==> config.mk <==
export PLATFORM = sky130hd
export DESIGN_NAME = cell_mem_sched
export DESIGN_NICKNAME = d
export VERILOG_FILES = /design/src/rtl/cell_mem_sched.sv
export SDC_FILE = /design/constraint.sdc
export NUM_CORES = 1
export LEC_CHECK = 0
export BUFFER_PORTS_ARGS = -buffer_cell sky130_fd_sc_hd__buf_2
export CAP_MARGIN = 10
export CORE_ASPECT_RATIO = 1.4
export CORE_MARGIN = 5
export CORE_UTILIZATION = 46
export CTS_BUF_LIST = sky130_fd_sc_hd__clkbuf_4 sky130_fd_sc_hd__clkbuf_8
export DETAILED_ROUTE_END_ITERATION = 8
export GPL_TIMING_DRIVEN = 1
export PLACE_DENSITY = 0.93
export SYNTH_ARGS = -nofsm -noshare
export SYNTH_HDL_FRONTEND = slang
export SYNTH_SLANG_ARGS = --single-unit
==> constraint.sdc <==
create_clock -name clk_in -period 2.6 [get_ports clk_in]
set_input_delay 0.26 -clock clk_in [delete_from_list [all_inputs] [get_ports clk_in]]
set_output_delay 0.26 -clock clk_in [all_outputs]
set_load 0.02 [all_outputs]
==> src/rtl/cell_mem_sched.sv <==
// Arbitrates one single-port cell BRAM between the raster display and the update engine.
// Two banks are double-buffered and swapped at vblank start once a new generation is done.
module cell_mem_sched #(
   parameter int unsigned SCREEN_WIDTH  = 1024,
   parameter int unsigned SCREEN_HEIGHT = 768,
   parameter int unsigned H_TOTAL       = 1344,
   parameter int unsigned V_TOTAL       = 806,
   parameter int unsigned BOARD_W       = 128,
   parameter int unsigned BOARD_H       = 96
) (
   input  logic        clk_in,
   input  logic        rst_n_in,
   input  logic [10:0] hcount_in,
   input  logic [9:0]  vcount_in,
   input  logic        upd_req_in,
   input  logic        upd_we_in,
   input  logic [13:0] upd_addr_in,
   input  logic        upd_wdata_in,
   input  logic        upd_done_in,
   output logic        upd_gnt_out,
   output logic        upd_rvalid_out,
   output logic        upd_rdata_out,
   output logic        gen_tick_out,
   output logic        is_alive_out,
   output logic [14:0] mem_addr_out,
   output logic        mem_we_out,
   output logic        mem_wdata_out,
   input  logic        mem_rdata_in
);

   localparam int unsigned HW = 11;
   localparam int unsigned VW = 10;
   localparam int unsigned CW = 14;

   typedef enum logic {ST_RUN = 1'b0, ST_SWAP_PEND = 1'b1} state_e;

   state_e state_q, state_d;

   logic          h_last, v_last, nxt_act, vblank_start;
   logic [VW-1:0] v_inc, v_nxt;
   logic          mid_slot, end_slot, disp_slot;
   logic [CW-1:0] mid_cell, end_cell, disp_cell;
   logic          run_c, swap_c, gnt_c;

   logic disp_sel_q, disp_sel_d;
   logic disp_p1_q, disp_p1_d, disp_p2_q, disp_p2_d;
   logic rd_p1_q, rd_p1_d, rd_p2_q, rd_p2_d;
   logic cell_q, cell_d;
   logic is_alive_q, is_alive_d;

   // Raster decode: display slots fetch the next cell one cell-time ahead
   always_comb begin
      h_last       = (hcount_in == HW'(H_TOTAL - 1));
      v_last       = (vcount_in == VW'(V_TOTAL - 1));
      v_inc        = v_last ? '0 : vcount_in + VW'(1);
      v_nxt        = h_last ? v_inc : vcount_in;
      mid_slot     = (hcount_in[2:0] == 3'd5) && (hcount_in < HW'(SCREEN_WIDTH - 8))
                     && ((vcount_in >> 3) < VW'(BOARD_H));
      end_slot     = (hcount_in == HW'(H_TOTAL - 3)) && ((v_inc >> 3) < VW'(BOARD_H));
      mid_cell     = CW'(vcount_in >> 3) * CW'(BOARD_W) + CW'(hcount_in >> 3) + CW'(1);
      end_cell     = CW'(v_inc >> 3) * CW'(BOARD_W);
      disp_slot    = rst_n_in && (mid_slot || end_slot);
      disp_cell    = end_slot ? end_cell : mid_cell;
      nxt_act      = (h_last || (hcount_in < HW'(SCREEN_WIDTH - 1)))
                     && (v_nxt < VW'(SCREEN_HEIGHT));
      vblank_start = (hcount_in == '0) && (vcount_in == VW'(SCREEN_HEIGHT));
   end

   always_ff @(posedge clk_in or negedge rst_n_in) begin
      if (!rst_n_in) state_q <= ST_RUN;
      else           state_q <= state_d;
   end

   always_comb begin
      state_d = state_q;
      case (state_q)
         ST_RUN:       if (upd_done_in)  state_d = ST_SWAP_PEND;
         ST_SWAP_PEND: if (vblank_start) state_d = ST_RUN;
         default:      state_d = ST_RUN;
      endcase
   end

   always_comb begin
      run_c  = (state_q == ST_RUN);
      swap_c = (state_q == ST_SWAP_PEND) && vblank_start;
   end

   // Memory port: display slot wins, otherwise a granted update access
   always_comb begin
      gnt_c         = rst_n_in && run_c && upd_req_in && !disp_slot;
      mem_addr_out  = '0;
      mem_we_out    = 1'b0;
      mem_wdata_out = 1'b0;
      if (disp_slot) begin
         mem_addr_out = {disp_sel_q, disp_cell};
      end else if (gnt_c) begin
         mem_addr_out  = {disp_sel_q ^ upd_we_in, upd_addr_in};
         mem_we_out    = upd_we_in;
         mem_wdata_out = upd_we_in & upd_wdata_in;
      end
   end

   always_comb begin
      disp_sel_d = disp_sel_q ^ swap_c;
      disp_p1_d  = disp_slot;
      disp_p2_d  = disp_p1_q;
      rd_p1_d    = gnt_c && !upd_we_in;
      rd_p2_d    = rd_p1_q;
      cell_d     = disp_p2_q ? mem_rdata_in : cell_q;
      is_alive_d = nxt_act && cell_d;
   end

   always_ff @(posedge clk_in or negedge rst_n_in) begin
      if (!rst_n_in) begin
         disp_sel_q <= 1'b0;
         disp_p1_q  <= 1'b0;
         disp_p2_q  <= 1'b0;
         rd_p1_q    <= 1'b0;
         rd_p2_q    <= 1'b0;
         cell_q     <= 1'b0;
         is_alive_q <= 1'b0;
      end else begin
         disp_sel_q <= disp_sel_d;
         disp_p1_q  <= disp_p1_d;
         disp_p2_q  <= disp_p2_d;
         rd_p1_q    <= rd_p1_d;
         rd_p2_q    <= rd_p2_d;
         cell_q     <= cell_d;
         is_alive_q <= is_alive_d;
      end
   end

   // Read data comes straight from the BRAM in the cycle its latency completes
   assign upd_gnt_out    = gnt_c;
   assign upd_rvalid_out = rd_p2_q;
   assign upd_rdata_out  = rd_p2_q & mem_rdata_in;
   assign gen_tick_out   = swap_c;
   assign is_alive_out   = is_alive_q;

endmodule

Yosys cells after proc, flatten, opt, wreduce, memory -nomap -nowiden

Cells that the tools add are included.

Equal/unequal tests: 5
Add/sub/neg operators: 3
Muxes and demuxes: 13
Reductions and logical operators: 17
Bitwise operators: 5
Order comparisons: 5

Operators with widths:

| cell                    | count |
|---|---|
| $mux W15                | 2 |
| $eq A11 B11 Y1 const B  | 2 |
| $lt A11 B10 Y1 const B  | 2 |
| $eq A10 B10 Y1 const B  | 2 |
| $mux W10                | 2 |
| $add A14 B1 Y14 const B | 1 |
| $add A14 B8 Y14         | 1 |
| $lt A7 B7 Y1 const B    | 2 |
| $mux W14                | 1 |
| $logic_and A1 B1 Y1     | 12 |
| $logic_not A11 Y1       | 1 |
| $add A10 B1 Y10 const B | 1 |
| $lt A10 B10 Y1 const B  | 1 |
| $mux W1                 | 7 |
| $eq A3 B3 Y1 const B    | 1 |
| $and A1 B1 Y1           | 2 |
| $logic_not A1 Y1        | 2 |
| $logic_or A1 B1 Y1      | 2 |
| $pmux W1 S2             | 1 |
| $xor A1 B1 Y1           | 2 |
| $not A1 Y1              | 1 |

Register bits after elaboration: 8
Logic and storage cells: 56
Input port bits: 42
Output and inout bits: 22

Longest topological paths before layout

Gate-level depths: netlist of run 1.

Word-level depth: 10
Mapped depth: 8
Gate-level depth less buffers: 7

Worst setup path after synthesis of run 1

OpenSTA, ideal clock, no wires.

Path type: input port to output port
Start point: input vcount_in[4]
End point: output mem_addr_out[14]
Path slack: 0.195 ns
Arrival time: 2.145 ns
Data required time: 2.340 ns
Cell stages on the path: 7
Cells stage by stage: buf_4 -> nand4_1 -> or3_4 -> a21o_4 -> and2_1 -> or4_1 -> a21oi_1

Longest elaborated chain between the ends: 10
Elaborated cells between the ends (all ways): 13
Those cells by class: 1 x add/sub; 2 x order compare; 1 x eq/ne; 3 x mux; 6 x reduce/logical

RTL lines:

| what                                              | line   | source |
|---|---|---|
| start: declaration                                | 14     | `input logic [9:0] vcount_in,` |
| $add A10 B1 Y10 or $eq A10 B10 Y1 (tied branches) | 55, 54 |  |
| $mux W10                                          | 55     | `v_inc = v_last ? '0 : vcount_in + VW'(1);` |
| $lt A7 B7 Y1                                      | 59     | `end_slot = (hcount_in == HW'(H_TOTAL - 3)) && ((v_inc >> 3) < VW'(BOARD_H));` |
| $logic_and A1 B1 Y1                               | 59     |  |
| $logic_or A1 B1 Y1 *                              | 62     | `disp_slot = rst_n_in && (mid_slot \|\| end_slot);` |
| $logic_and A1 B1 Y1 *                             | 62     |  |
| $logic_not A1 Y1                                  | 90     | `gnt_c = rst_n_in && run_c && upd_req_in && !disp_slot;` |
| $logic_and A1 B1 Y1                               | 90     |  |
| $mux W15                                          | 96     | `end else if (gnt_c) begin` |
| $mux W15 *                                        | 94     | `if (disp_slot) begin` |
| end: declaration                                  | 25     | `output logic [14:0] mem_addr_out,` |

Every way passes the cells marked *; elsewhere a longest branch is shown, timed or not.

Worst setup path after layout of run 1

Start point: input vcount_in[6]
End point: output mem_addr_out[9]

Longest elaborated chain between the ends: 10
Elaborated cells between the ends (all ways): 14
Those cells by class: 1 x add/sub; 2 x order compare; 1 x eq/ne; 4 x mux; 6 x reduce/logical

RTL lines:

| what                                              | line |
|---|---|
| $add A10 B1 Y10 or $eq A10 B10 Y1 (tied branches) | 55, 54 |
| $mux W10                                          | 55 |
| $lt A7 B7 Y1                                      | 59 |
| $logic_and A1 B1 Y1                               | 59 |
| $logic_or A1 B1 Y1                                | 62 |
| $logic_and A1 B1 Y1                               | 62 |
| $logic_not A1 Y1                                  | 90 |
| $logic_and A1 B1 Y1                               | 90 |
| $mux W15                                          | 96 |
| $mux W15 *                                        | 94 |

Marked as above.

==> results of run 1 <==
final cells by class:
cell class,instances,share of cell area [%]
Multi-Input combinational cell,130,55.76
Timing Repair Buffer,76,26.57
Sequential cell,8,12.29
Tap cell,34,2.611
Clock buffer,3,1.382
Inverter,6,1.382
cells by family after synthesis:
| logic type | after synthesis |
|---|---|
| XOR/XNOR | 15 |
| flip-flops | 8 |
| multiplexers | 2 |
| AND/OR/NAND/NOR | 75 |
| AO/OA/AOI/OAI | 36 |
| adder cells (fa/ha/maj) | 2 |
| buffers and inverters | 10 |
how the worst max path moves through the flow:
| stage | from | to | slack, ps | cells after the start |
|---|---|---|---|---|
| final | vcount_in[6] | mem_addr_out[9] | 90 | 8 |
| after global routing | vcount_in[6] | mem_addr_out[9] | -7 | 8 |
| after CTS | vcount_in[7] | mem_addr_out[14] | 50 | 9 |
| after detailed placement | vcount_in[7] | mem_addr_out[14] | 50 | 9 |
| after global placement | vcount_in[4] | mem_addr_out[14] | 50 | 8 |
| after floorplan | vcount_in[4] | mem_addr_out[14] | 200 | 7 |
cell usage in the layout, fill, tap and decap left out, types with 4 or more instances in the layout:
cell / n
a21oi_1: 5
buf_2: 61
nand3_1: 5
and3_1: 6
xor2_1: 9
dfrtp_1: 8
nand4_1: 4
o21ai_0: 9
a32o_1: 4
xnor2_1: 6
nor2_1: 5
inv_1: 6
and2_1: 5
buf_4: 13
o211ai_1: 4
nand2_1: 27
sequential cells by signal, summed over array words and instances, names as in the netlist:
| signal | cells |
|---|---|
| cell_q | 1 |
| disp_p1_q | 1 |
| disp_p2_q | 1 |
| disp_sel_q | 1 |
| is_alive_out | 1 |
| rd_p1_q | 1 |
| state_q | 1 |
| upd_rvalid_out | 1 |
stage by stage:
step / setup WS [ps] / std cells
after global placement: 50.94 / 251
after detailed placement: 54.95 / 251
after floorplan: 195.2 / 148
after CTS: 48.86 / 255
final: 89.93 / 257
after global routing: -7.283 / 257
layer usage:
layer	vias up	track usage [%]	wire length [um]
met5	-	0	0
met4	0	15.08	160
met3	15	3.226	211
met2	63	39.15	1928
met1	644	21.80	1362
li1	700	-	-
worst reg2reg max path, delay by kind of cell, from the launching register on:
family,cells,cell delay (ps)
flip-flops,1,410
buffers and inverters,1,220
AO/OA/AOI/OAI,1,390
AND/OR/NAND/NOR,2,350
repair_timing:
item | CTS | global route
hold buffers | 1 | 0
gates resized for setup | 0 | 7
endpoints found under the hold margin | 8 | 0
endpoints found under the setup margin | 0 | 6
buffers inserted | 0 | 2
power by group through the flow:
stage | Clock (uW) | Combinational [uW] | Sequential, uW
2_1_floorplan | 0 | 67.1 | 136
3_3_place_gp | 0 | 132 | 133
3_5_place_dp | 0 | 135 | 134
4_1_cts | 96.1 | 137 | 132
5_1_grt | 101 | 154 | 132
6_report | 94.7 | 140 | 132
==> impl_metrics.py, run 1 <==
metrics = {
    "status": {
        "status": "complete, no violations",
    },
    "power_and_ir_drop": {
        "finalPower_uw": 366.9,
        "net-switching-power_uw": 119.4,
        "p_seq_share_pct": 35.9,
        "leakage_uw": 0.0007997,
        "ir_worst_vdd_mv": 0.1111,
        "combPwrFrac_pct": 38.3,
        "power_density_nw_per_um2": 225.2,
        "power_switching_share_pct": 32.54,
        "internal_power_uw": 247.5,
        "clkPwrFrac_pct": 25.8,
    },
    "sta": {
        "hold_viol": 0,
        "fmaxAchievable_mhz": 398.4,
        "max-slew-margin-rel_pct": 70.80,
        "tightest_slew_ps": 438.0,
        "finalClockSkew_ps": 6.125,
        "post-route-period-util_pct": 96.54,
        "rsz0062_at_grt": "yes",
        "finalSetupViolCount": 0,
        "report.final.slew_viol_count": 0,
        "tns_ps": 0,
        "fin_crit_ps": 2510,
        "holdWs_ps": 227.4,
    },
    "route": {
        "firstDrtPassIters": 4,
        "drc_errors": 0,
        "viasPerCell": 5.533,
        "routed_wl_um": 3663,
        "wl_per_cell_um": 14.25,
        "drt_iter0_drc": 33,
        "vias": 1422,
        "drtAntennaViolNets": 0,
    },
    "cts": {
        "htree_levels": 1,
        "cts-root-buf": "clkbuf_4",
        "clkTransAtPathRegs_ps": 50,
        "clock_latency_ps": 250,
        "cts_max_path_buffers": 2,
        "clock-sinks": 8,
        "cts_tree": "done",
        "cts_buffers": 3,
    },
    "layout": {
        "area_growth_pct": 42.76,
        "fin_nets": 269,
        "final_util_pct": 68.13,
        "seq_area_sq_um": 200.2,
        "antenna-diode-count": 0,
        "fill_cells": 223,
        "multi_input_area_sq_um": 908.4,
        "drive_above_1_share_pct": 40.81,
        "final_area_sq_um": 1629,
    },
    "critical_path": {
        "r2r_slack_ps": 1150,
        "worstPathMaxFanout": 5,
        "arrival_ps": 2250,
        "rr_endpoint": "rd_p1_q",
        "worstSetupPathType": "in2out",
        "crit_chain": "buf_2, or4_1, or3_1, nor2_2, nor2_1, mux2_4, a22o_1, buf_2",
        "reg2regPathDepth": 4,
        "startpoint_type": "primary input",
        "worstPathRequired_ps": 2340,
        "cp_top_family": "simple AND/OR/NAND/NOR gates",
        "critical_path_buf_inv_count": 2,
        "slowest_delay_ps": 570,
        "crit_slowest_cell": "or4_1",
        "worst_path_most_repeated_cell": "buf_2",
        "worst_setup_path_end_kind": "output pin",
        "reg2reg_from": "state_q",
    },
    "logic_synthesis": {
        "synth.avg_cell_area_sq_um": 7.710,
        "ys_ff_latch": 8,
        "yosysMostFrequentCell": "nand2_1",
        "synth_top_area_share_pct": 17.54,
        "yosysTopAreaCell": "dfrtp_1",
        "synth.area.mux_share_pct": 2.303,
        "post_synth_and_or_nand_nor_area_fraction_pct": 36.73,
        "yosys-top-cells-area": "dfrtp_1 (18%), nand2_1 (8.9%), xor2_1 (6.9%)",
        "synth_nets": 192,
        "synth.lib_cells_used.distinct": 44,
        "ys_warn_count": 0,
        "synth_top_family_by_area": "simple AND/OR/NAND/NOR gates",
        "syn_inst": 148,
        "synthAdderAreaFrac_pct": 2.193,
        "synth.cell_area_sq_um": 1141,
        "synth_xor_xnor_area_share_pct": 11.51,
        "synthTopCellsByCount": "nand2_1 (27), o21ai_0 (9), xor2_1 (9)",
        "synth_compound_area_share_pct": 25.11,
        "async_flop_share_pct": 100.0,
        "synth-seq-area-share_pct": 17.54,
        "yosys_most_used_dff": "dfrtp_1",
        "synth_edf_count": 0,
    },
    "grt": {
        "grt_pass1_wl_um": 5761,
        "grt_overflow": 0,
        "grt_max_degree": 14,
        "grtUsageTotal_pct": 21.37,
        "antenna_found_initial": 0,
        "grt_pass1_vias": 1363,
    },
    "floorplan": {
        "row_count": 21,
        "initial_utilization_pct": 47.72,
        "ioPinCount": 64,
        "die_w_um": 52.10,
        "die_h_um": 68.93,
        "core_area_sq_um": 2391,
        "die-area_sq_um": 3591,
    },
    "min_path": {
        "holdCritStartpoint": "upd_done_in",
        "whs_endpoint": "state_q",
        "hold_path_depth": 3,
        "worstHoldPathType": "in2reg",
    },
    "place": {
        "gp_congestion": 0.9714,
        "dpl_cell_area_sq_um": 1556,
        "portBuffers": 63,
        "place_hpwl_um": 3132,
    },
    "flow_run": {
        "max-cap-violations": 0,
    },
}
(Power assumes the default switching activity.)
==> run 2: changes to the inputs <==
CORE_UTILIZATION = 36   (was 46)
PLACE_DENSITY = 0.77   (was 0.93)
==> impl_metrics.py, run 2 (same netlist as run 1, synthesis figures left out) <==
metrics = {
    "status": {
        "status": "complete, no violations",
    },
    "cts": {
        "clock_latency_ps": 220,
        "clock-sinks": 8,
        "cts_max_path_buffers": 2,
        "clkTransAtPathRegs_ps": 40,
        "cts_buffers": 3,
        "cts-root-buf": "clkbuf_8",
        "cts_tree": "done",
        "htree_levels": 1,
    },
    "grt": {
        "grt_overflow": 0,
        "grt_pass1_vias": 1340,
        "grt_max_degree": 19,
        "grtUsageTotal_pct": 16.08,
        "grt_pass1_wl_um": 5754,
        "antenna_found_initial": 0,
    },
    "route": {
        "drc_errors": 0,
        "drtAntennaViolNets": 0,
        "viasPerCell": 5.407,
        "vias": 1422,
        "firstDrtPassIters": 4,
        "wl_per_cell_um": 13.62,
        "drt_iter0_drc": 55,
        "routed_wl_um": 3583,
    },
    "critical_path": {
        "startpoint_type": "primary input",
        "worstSetupPathType": "in2out",
        "critPathLaunch": "vcount_in[1]",
        "reg2regPathDepth": 4,
        "r2r_slack_ps": 1230,
        "arrival_ps": 2270,
        "rr_endpoint": "disp_sel_q",
        "worst_setup_path_end_kind": "output pin",
        "reg2reg_from": "state_q",
        "crit_end": "mem_addr_out[14]",
        "worstPathRequired_ps": 2340,
        "worstPathMaxFanout": 6,
    },
    "sta": {
        "fmaxAchievable_mhz": 395.9,
        "finalClockSkew_ps": 1.622,
        "tns_ps": 0,
        "post-route-period-util_pct": 97.16,
        "rsz0062_at_grt": "no",
        "finalSetupViolCount": 0,
        "report.final.slew_viol_count": 0,
        "tightest_slew_ps": 437.4,
        "holdWs_ps": 255.4,
        "setup_ws_ps": 73.80,
        "max-slew-margin-rel_pct": 70.66,
        "fin_crit_ps": 2526,
        "hold_viol": 0,
    },
    "power_and_ir_drop": {
        "finalPower_uw": 419.6,
        "leakage_uw": 0.0008117,
        "power_density_nw_per_um2": 252.0,
        "ir_worst_vdd_mv": 0.2152,
    },
    "layout": {
        "mostFrequentLayoutCell": "buf_2",
        "drive_above_1_share_pct": 41.07,
        "fin_nets": 270,
        "area_growth_pct": 45.94,
        "antenna-diode-count": 0,
        "layoutNonFillerInstCount": 263,
        "fill_cells": 298,
        "layout_common_cells": "buf_2 (62), nand2_1 (27), buf_4 (13)",
    },
    "place": {
        "dp.cells": 257,
        "post-place-ws_ps": 11.03,
        "gp_congestion": 0.8873,
        "place_hpwl_um": 2982,
        "portBuffers": 63,
    },
    "min_path": {
        "worstHoldPathType": "in2reg",
        "holdCritStartpoint": "upd_we_in",
    },
    "floorplan": {
        "ioPinCount": 64,
        "die_w_um": 57.58,
        "die-area_sq_um": 4411,
        "die_h_um": 76.62,
        "core_area_sq_um": 3093,
        "row_count": 24,
        "initial_utilization_pct": 36.89,
    },
    "flow_run": {
        "max-cap-violations": 0,
    },
}
==> run 2: area by class of cell <==
| cell class | count | area, sq um | area share [%] |
|---|---|---|---|
| clock buffers | 3 | 41.29 | 2.479 |
| inverters | 6 | 22.52 | 1.352 |
| multi-input cells | 130 | 914.6 | 54.92 |
| flip-flops and latches | 8 | 200.2 | 12.02 |
| well taps | 39 | 48.80 | 2.930 |
| repair buffers | 77 | 437.9 | 26.30 |
==> run 2: what timing repair did <==
item,CTS,global route
buffers inserted,0,2
hold buffers,1,0
endpoints found under the setup margin,0,8
gates resized for setup,0,6
hold endpoints to repair,8,0
==> run 2: through the flow <==
| stage | cell area [sq um] | util, % |
|---|---|---|
| 6_report | 1665 | 53.84 |
| 5_1_grt | 1665 | 53.84 |
| 4_1_cts | 1622 | 52.43 |
| 3_5_place_dp | 1570 | 50.77 |
| 3_3_place_gp | 1570 | 50.77 |
| 2_1_floorplan | 1141 | - |
==> run 2: worst min-delay path by stage <==
stage	end	slack (ps)	cells after the start
finish	rd_p1_q	260	2
global route	rd_p1_q	250	2
CTS	rd_p1_q	250	2
detailed placement	upd_rvalid_out	140	1
global placement	upd_rvalid_out	130	1
floorplan	cell_q	-40	0
==> run 2: worst max-delay path, cell delays in order <==
cell and delay (ps):
buf_2 140, nand4_1 180, or3_4 380, a21o_4 260, and2_2 240, or4_1 490
a21oi_2 160, buf_4 150
==> run 2: layer usage <==
| layer | GRT usage, % | up-vias | wire length, um |
|---|---|---|---|
| li1 | - | 703 | - |
| met1 | 17.26 | 654 | 1316 |
| met2 | 29.19 | 57 | 1908 |
| met3 | 2.712 | 8 | 273 |
| met4 | 7.657 | 0 | 85 |
| met5 | 0 | - | 0 |
==> run 2: report_power, final <==
part / switching [uW] / internal (uW)
clock: 46.0 / 100
combinational: 75.9 / 65.4
sequential: 1.42 / 131
